**config.mk**
```make
export PLATFORM = sky130hd
export DESIGN_NAME = lif_array_flat
export DESIGN_NICKNAME = d
export VERILOG_FILES = /design/src/rtl/lif_array_if.sv /design/src/rtl/lif_array.sv /design/src/flat_wrapper.sv
export SDC_FILE = /design/constraint.sdc
export NUM_CORES = 1
export LEC_CHECK = 0
export ABC_AREA = 1
export BUFFER_PORTS_ARGS = -buffer_cell sky130_fd_sc_hd__buf_2
export CAP_MARGIN = 20
export CELL_PAD_IN_SITES_DETAIL_PLACEMENT = 0
export CELL_PAD_IN_SITES_GLOBAL_PLACEMENT = 1
export CORE_MARGIN = 3
export CORE_UTILIZATION = 30
export DETAILED_ROUTE_END_ITERATION = 8
export GPL_ROUTABILITY_DRIVEN = 0
export PLACE_DENSITY = 0.57
export SLEW_MARGIN = 20
export SYNTH_ARGS = -nofsm -noshare
export SYNTH_HDL_FRONTEND = slang
export SYNTH_SLANG_ARGS = --single-unit
export TNS_END_PERCENT = 20
```
**constraint.sdc**
```tcl
create_clock -name clk_i -period 6.55 [get_ports clk_i]
set_clock_uncertainty 0.2 [all_clocks]
set_input_delay 0.655 -clock clk_i [delete_from_list [all_inputs] [get_ports clk_i]]
set_output_delay 0.655 -clock clk_i [all_outputs]
set_load 0.03 [all_outputs]
```
**src/rtl/lif_array_if.sv**
```systemverilog
// Step, current, probe-select and spike/probe result signals of the LIF neuron array.
interface lif_array_if #(
    parameter int N = 4,
    parameter int W = 8
);
    localparam int PW = (N > 1) ? $clog2(N) : 1;
    localparam int CW = $clog2(N + 1);

    logic              step_i;
    logic [N*W-1:0]    current_i;
    logic [PW-1:0]     probe_sel_i;
    logic [N-1:0]      spikes_o;
    logic              spike_valid_o;
    logic [CW-1:0]     spike_count_o;
    logic [W-1:0]      probe_v_o;
    logic [W-1:0]      probe_thr_o;

    modport master (
        output step_i, current_i, probe_sel_i,
        input  spikes_o, spike_valid_o, spike_count_o, probe_v_o, probe_thr_o
    );

    modport slave (
        input  step_i, current_i, probe_sel_i,
        output spikes_o, spike_valid_o, spike_count_o, probe_v_o, probe_thr_o
    );
endinterface

```
**src/rtl/lif_array.sv**
```systemverilog
// Array of N leaky integrate-and-fire neurons advanced by step_i; spikes are registered one cycle after a step.
// No backpressure: every step strobe is accepted, so holding step_i high updates the array every cycle.
module lif_array #(
    parameter int N               = 4,
    parameter int W               = 8,
    parameter int THRESHOLD       = 32,
    parameter int THRESHOLD_INC   = 2,
    parameter int THRESHOLD_DEC   = 1,
    parameter int THRESHOLD_MIN   = 16,
    parameter int THRESHOLD_MAX   = 2**W - 1,
    parameter int LEAK_SHIFT_IN   = 1,
    parameter int LEAK_SHIFT_IDLE = 3,
    parameter int REFRACTORY      = 2
) (
    input  logic      clk_i,
    input  logic      rst_i,
    lif_array_if.slave bus
);
    localparam int PW = (N > 1) ? $clog2(N) : 1;
    localparam int CW = $clog2(N + 1);
    localparam int RW = (REFRACTORY > 0) ? $clog2(REFRACTORY + 1) : 1;

    localparam logic [W-1:0]  L_THR   = W'(THRESHOLD);
    localparam logic [W-1:0]  L_MIN   = W'(THRESHOLD_MIN);
    localparam logic [W-1:0]  L_DEC   = W'(THRESHOLD_DEC);
    localparam logic [W:0]    L_INC   = (W+1)'(THRESHOLD_INC);
    localparam logic [W:0]    L_MAX   = (W+1)'(THRESHOLD_MAX);
    localparam logic [W:0]    L_FLOOR = (W+1)'(THRESHOLD_MIN + THRESHOLD_DEC);
    localparam logic [RW-1:0] L_REFR  = RW'(REFRACTORY);

    generate
        if (N < 1 || THRESHOLD_MIN > THRESHOLD || THRESHOLD > THRESHOLD_MAX
            || THRESHOLD_MAX >= 2**W) begin : g_bad_params
            $error("lif_array: illegal parameter combination");
        end
    endgenerate

    logic [W-1:0]  r_v    [N];
    logic [W-1:0]  r_thr  [N];
    logic [RW-1:0] r_refr [N];
    logic [N-1:0]  r_spikes;
    logic          r_vld;
    logic [CW-1:0] r_cnt;

    logic [W-1:0]  w_cur      [N];
    logic [W:0]    w_sum      [N];
    logic [W:0]    w_thr_inc  [N];
    logic [W-1:0]  w_vp       [N];
    logic [W-1:0]  w_v_nxt    [N];
    logic [W-1:0]  w_thr_nxt  [N];
    logic [RW-1:0] w_refr_nxt [N];
    logic [N-1:0]  w_spk;
    logic [CW-1:0] w_cnt;

    always_comb begin
        w_spk = '0;
        for (int k = 0; k < N; k++) begin
            w_cur[k]      = bus.current_i[k*W +: W];
            w_sum[k]      = {1'b0, w_cur[k]} + ({1'b0, r_v[k]} >> LEAK_SHIFT_IN);
            w_thr_inc[k]  = {1'b0, r_thr[k]} + L_INC;
            w_vp[k]       = r_v[k] - (r_v[k] >> LEAK_SHIFT_IDLE);
            w_v_nxt[k]    = r_v[k];
            w_thr_nxt[k]  = r_thr[k];
            w_refr_nxt[k] = r_refr[k];

            if (w_cur[k] != '0) begin
                w_vp[k] = w_sum[k][W] ? '1 : w_sum[k][W-1:0];
            end

            // A refractory neuron is clamped at rest and never fires.
            if (r_refr[k] != '0) begin
                w_refr_nxt[k] = r_refr[k] - 1'b1;
                w_v_nxt[k]    = '0;
            end else if (w_vp[k] >= r_thr[k]) begin
                w_spk[k]      = 1'b1;
                w_refr_nxt[k] = L_REFR;
                w_v_nxt[k]    = '0;
            end else begin
                w_v_nxt[k]    = w_vp[k];
            end

            if (w_spk[k]) begin
                w_thr_nxt[k] = (w_thr_inc[k] > L_MAX) ? L_MAX[W-1:0] : w_thr_inc[k][W-1:0];
            end else if (r_thr[k] > L_MIN) begin
                w_thr_nxt[k] = ({1'b0, r_thr[k]} >= L_FLOOR) ? (r_thr[k] - L_DEC) : L_MIN;
            end
        end
    end

    always_comb begin
        w_cnt = '0;
        for (int k = 0; k < N; k++) begin
            w_cnt = w_cnt + CW'(w_spk[k]);
        end
    end

    always_ff @(posedge clk_i) begin
        if (rst_i) begin
            for (int k = 0; k < N; k++) begin
                r_v[k]    <= '0;
                r_thr[k]  <= L_THR;
                r_refr[k] <= '0;
            end
            r_spikes <= '0;
            r_vld    <= 1'b0;
            r_cnt    <= '0;
        end else if (bus.step_i) begin
            for (int k = 0; k < N; k++) begin
                r_v[k]    <= w_v_nxt[k];
                r_thr[k]  <= w_thr_nxt[k];
                r_refr[k] <= w_refr_nxt[k];
            end
            r_spikes <= w_spk;
            r_vld    <= 1'b1;
            r_cnt    <= w_cnt;
        end else begin
            r_vld    <= 1'b0;
        end
    end

    logic w_sel_ok;
    assign w_sel_ok = ({1'b0, bus.probe_sel_i} < (PW+1)'(N));

    assign bus.spikes_o      = r_spikes;
    assign bus.spike_valid_o = r_vld;
    assign bus.spike_count_o = r_cnt;
    assign bus.probe_v_o     = w_sel_ok ? r_v[bus.probe_sel_i]   : '0;
    assign bus.probe_thr_o   = w_sel_ok ? r_thr[bus.probe_sel_i] : '0;
endmodule

```
**src/flat_wrapper.sv**
```systemverilog
// flat-port wrapper written by rule: the top's interface ports become plain ports
module lif_array_flat 
#(
    parameter int N               = 4,
    parameter int W               = 8,
    parameter int THRESHOLD       = 32,
    parameter int THRESHOLD_INC   = 2,
    parameter int THRESHOLD_DEC   = 1,
    parameter int THRESHOLD_MIN   = 16,
    parameter int THRESHOLD_MAX   = 2**W - 1,
    parameter int LEAK_SHIFT_IN   = 1,
    parameter int LEAK_SHIFT_IDLE = 3,
    parameter int REFRACTORY      = 2
)
  (clk_i, rst_i, bus_step_i, bus_current_i, bus_probe_sel_i, bus_spikes_o, bus_spike_valid_o, bus_spike_count_o, bus_probe_v_o, bus_probe_thr_o);
  lif_array_if #(.N(N), .W(W)) bus_i ();
  input  logic clk_i;
  input  logic rst_i;
  input wire logic [$bits(bus_i.step_i)-1:0] bus_step_i;
  input wire logic [$bits(bus_i.current_i)-1:0] bus_current_i;
  input wire logic [$bits(bus_i.probe_sel_i)-1:0] bus_probe_sel_i;
  output wire logic [$bits(bus_i.spikes_o)-1:0] bus_spikes_o;
  output wire logic [$bits(bus_i.spike_valid_o)-1:0] bus_spike_valid_o;
  output wire logic [$bits(bus_i.spike_count_o)-1:0] bus_spike_count_o;
  output wire logic [$bits(bus_i.probe_v_o)-1:0] bus_probe_v_o;
  output wire logic [$bits(bus_i.probe_thr_o)-1:0] bus_probe_thr_o;
  assign bus_i.step_i = bus_step_i;
  assign bus_i.current_i = bus_current_i;
  assign bus_i.probe_sel_i = bus_probe_sel_i;
  assign bus_spikes_o = bus_i.spikes_o;
  assign bus_spike_valid_o = bus_i.spike_valid_o;
  assign bus_spike_count_o = bus_i.spike_count_o;
  assign bus_probe_v_o = bus_i.probe_v_o;
  assign bus_probe_thr_o = bus_i.probe_thr_o;
  lif_array #(.N(N), .W(W), .THRESHOLD(THRESHOLD), .THRESHOLD_INC(THRESHOLD_INC), .THRESHOLD_DEC(THRESHOLD_DEC), .THRESHOLD_MIN(THRESHOLD_MIN), .THRESHOLD_MAX(THRESHOLD_MAX), .LEAK_SHIFT_IN(LEAK_SHIFT_IN), .LEAK_SHIFT_IDLE(LEAK_SHIFT_IDLE), .REFRACTORY(REFRACTORY)) u_core (.clk_i(clk_i), .rst_i(rst_i), .bus(bus_i));
endmodule
```
==> results.sh <==
export IMPL_run_status="complete, no violations"
export IMPL_tns_ns=0
export IMPL_netlist_cell_type_count=41
export IMPL_post_cts_resized_instances=0
export IMPL_crit_type="reg2reg"
export IMPL_critPathArrivalTime_ns=4.66
export IMPL_post_route_cells_drive_above_1_share=0.0911
export IMPL_max_vdd_ir_drop_mv=0.108
export IMPL_drt_drc_violations_left=0
export IMPL_syn_area_sq_um=9260
export IMPL_design_die_area_sq_um=33000
export IMPL_first_pass_grt_wire_length_mm=46.4
export IMPL_routed_wirelength_mm=28.8
export IMPL_cellPowerDensity_nw_per_um2=248
export IMPL_drt_pass1_iter_count=5
export IMPL_post_syn_area_per_cell_sq_um=6.69
export IMPL_cpLargestDelayFamily="adder cells"
export IMPL_synth_async_reset_ratio=0
export IMPL_floorplan_initialDensity=0.308
export IMPL_placement_cell_area_sq_um=9950
export IMPL_maximum_level_of_the_cts_h_tree=3
export IMPL_worst_pin_slew_ns=0.918
export IMPL_final_hold_viol_count=0
export IMPL_yosys_register_bits=80
export IMPL_min_delay_path_class="reg2reg"
export IMPL_worst_skew_pair_late_latency_ns=0.35
export IMPL_dr_first_iter_drc_count=502
export IMPL_core_sq_um=30000
export IMPL_final_instance_count_excl_fill=1828
export IMPL_yosys_warnings=0
export IMPL_place_detailed_hpwl_mm=23.2
export IMPL_drt_vias_per_instance=4.79
export IMPL_timing_final_crit_share=0.706
export IMPL_crit_path_cell_trace="ha_1 -> fa_1 -> nand3_1 -> nand3_1 -> nand2_1 -> nand2_1 -> nor2_2 -> nand3_1 -> o21ai_1 -> inv_1 -> ha_1 -> nand2_1 -> nor2_1 -> nand4_1 -> nand3_1 -> nand2_2 -> inv_2 -> ha_1 -> fa_1 -> ha_1 -> a22o_1"
export IMPL_synth_sequential_area_ratio=0.251
export IMPL_slew_violations=0
export IMPL_die_h_um=182
export IMPL_cts_root_buf="sky130_fd_sc_hd__clkbuf_16"
export IMPL_placed_cells=1812
export IMPL_synth_enable_flop_cells=72
export IMPL_critical_path_startpoint_type="flip-flop"
export IMPL_final_setup_viols=0
export IMPL_row_count=63
export IMPL_floorplan_die_width_um=182
export IMPL_syn_to_final_growth_pct=10.9
export IMPL_clkTransAtPathRegs_ns=0.07
export IMPL_synth_cells=1384
export IMPL_number_of_maximum_capacitance_violations=0
export IMPL_grt_remaining_overflow=0
export IMPL_final_cell_mix="352 x sky130_fd_sc_hd__nand2_1, 197 x sky130_fd_sc_hd__nor2_1, 188 x sky130_fd_sc_hd__inv_1, 120 x sky130_fd_sc_hd__nand3_1, 110 x sky130_fd_sc_hd__ha_1"
export IMPL_rrSetupSlack_ns=1.92
export IMPL_cts_buffers=9
export IMPL_buffers_from_clock_root_to_sink_at_most=2
export IMPL_final_antenna_net_count=0
export IMPL_grt_start_max_net_pins=37
export IMPL_cts_hold_buffers=0
export IMPL_antenna_found_initial=0
export IMPL_cts_setup_buffers=0
export IMPL_groute_usage_overall=0.174
export IMPL_critPathMaxStageDelay_ns=0.51
export IMPL_design_final_nets=1589
export IMPL_diodes=0
export IMPL_io_pins=61
export IMPL_synthFlopType="sky130_fd_sc_hd__edfxtp_1"
export IMPL_postLayoutCellArea_sq_um=10300
export IMPL_maxClockFrequency_mhz=216
export IMPL_max_slew_margin=0.387
export IMPL_synth_nets=1540
export IMPL_grt_setup_unrepaired="no"
export IMPL_cts_tree="yes"
export IMPL_routed_wire_length_per_instance_um=15.8
export IMPL_routed_via_count=8748
export IMPL_crit_required_ns=6.59
export IMPL_fill_cells=3275
export IMPL_worst_path_max_fanout=10
export IMPL_most_common_cell_after_layout_fill_and_taps_aside="sky130_fd_sc_hd__nand2_1"
export IMPL_first_global_vias=8542
export IMPL_cp_slowest_cell="sky130_fd_sc_hd__edfxtp_1"
export IMPL_critical_path_n_buffers_inverters=2
export IMPL_tritoncts_num_sinks=80
export IMPL_power_static_leakage_nw=5.25
export IMPL_post_route_min_period_ns=4.63
export IMPL_crit_path_end_kind="flip-flop"
export IMPL_port_buffer_count=60
worst reg2reg max path: cells and delay by family, from the launching register on:
family | cells | cell delay [ns]
and+or+nand+nor | 11 | 1.38
buffers and inverters | 2 | 0.16
DFF | 1 | 0.51
adders and majority gates | 6 | 1.93
AOI/OAI and AO/OA | 2 | 0.33
worst paths after layout:
check	start	end	cells past startpoint
min	u_core.bus.spikes_o[2]	u_core.bus.spikes_o[2]	2
max	u_core.r_v[1][1]	u_core.bus.spike_count_o[1]	21
max reg2reg	u_core.r_v[1][1]	u_core.bus.spike_count_o[1]	21
min reg2reg	u_core.bus.spikes_o[2]	u_core.bus.spikes_o[2]	2
layer usage:
metal  vias up  global-route usage  share of wire
li1       4604                   -              -
met3        16              0.0248          0.029
met2       120               0.292           0.47
met1      4008               0.244           0.50
met5         -                   0              0
met4         0              0.0241         0.0098
cell usage after synthesis (4+ instances only):
cell type	n	area [sq um]
sky130_fd_sc_hd__a21oi_1	78	390
sky130_fd_sc_hd__nand3_1	120	601
sky130_fd_sc_hd__or2_2	6	37.5
sky130_fd_sc_hd__nor2_2	6	37.5
sky130_fd_sc_hd__nand4_1	30	188
sky130_fd_sc_hd__clkbuf_1	8	30.0
sky130_fd_sc_hd__buf_2	12	60.1
sky130_fd_sc_hd__edfxtp_1	72	2160
sky130_fd_sc_hd__and2_1	4	25.0
sky130_fd_sc_hd__o21bai_1	4	30.0
sky130_fd_sc_hd__nand3_2	8	80.1
sky130_fd_sc_hd__ha_1	110	1380
sky130_fd_sc_hd__inv_1	188	706
sky130_fd_sc_hd__nor2_4	4	45.0
sky130_fd_sc_hd__xnor2_1	19	166
sky130_fd_sc_hd__fa_1	9	180
sky130_fd_sc_hd__dfxtp_1	8	160
sky130_fd_sc_hd__xor2_1	21	184
sky130_fd_sc_hd__o21a_1	6	45.0
sky130_fd_sc_hd__o21ai_1	14	70.1
sky130_fd_sc_hd__nand2_1	352	1320
sky130_fd_sc_hd__nor2_1	197	739
sky130_fd_sc_hd__nand2_2	8	50.1
sky130_fd_sc_hd__inv_2	13	48.8
sky130_fd_sc_hd__nor3_1	11	55.1
sky130_fd_sc_hd__o22ai_1	6	37.5
sky130_fd_sc_hd__o21ai_0	43	215
where the power goes:
| part | internal (mW) | switching, mW |
|---|---|---|
| Clock | 0.344 | 0.217 |
| Sequential | 0.647 | 0.120 |
| Combinational | 0.439 | 0.783 |
cell families after synthesis:
kind of cell               Yosys count  synth area share
buffers and inverters              230            0.0970
adders and majority gates          119             0.168
and+or+nand+nor                    753             0.352
DFF                                 80             0.251
xor gates and xnor gates            40            0.0378
AOI/OAI and AO/OA                  162            0.0941
layout make-up:
type,count,area [sq um],share of cell area
clock buffers,11,243,0.0236
inverters,204,767,0.0747
multi-input cells,1074,6040,0.588
repair buffers,64,330,0.0322
clock inverters,5,80.1,0.00779
flip-flops and latches,80,2320,0.226
well taps,390,488,0.0475
flip-flops by register name (all words and copies together), names as in the netlist:
name and count:
u_core.r_thr 32, u_core.r_refr 8, u_core.bus.spikes_o 4, u_core.bus.spike_count_o 3, u_core.bus.spike_valid_o 1, u_core.r_v 32
per-stage QoR:
step	setup WS, ns	total power, mW	hold WS [ns]	util
2_1_floorplan	2.22	1.67	0.336	-
3_3_place_gp	1.82	2.02	0.241	0.331
3_5_place_dp	1.71	2.00	0.242	0.331
4_1_cts	1.88	2.58	0.256	0.342
5_1_grt	1.54	2.79	0.272	0.342
6_report	1.92	2.55	0.255	0.342
(Power assumes the default switching activity.)
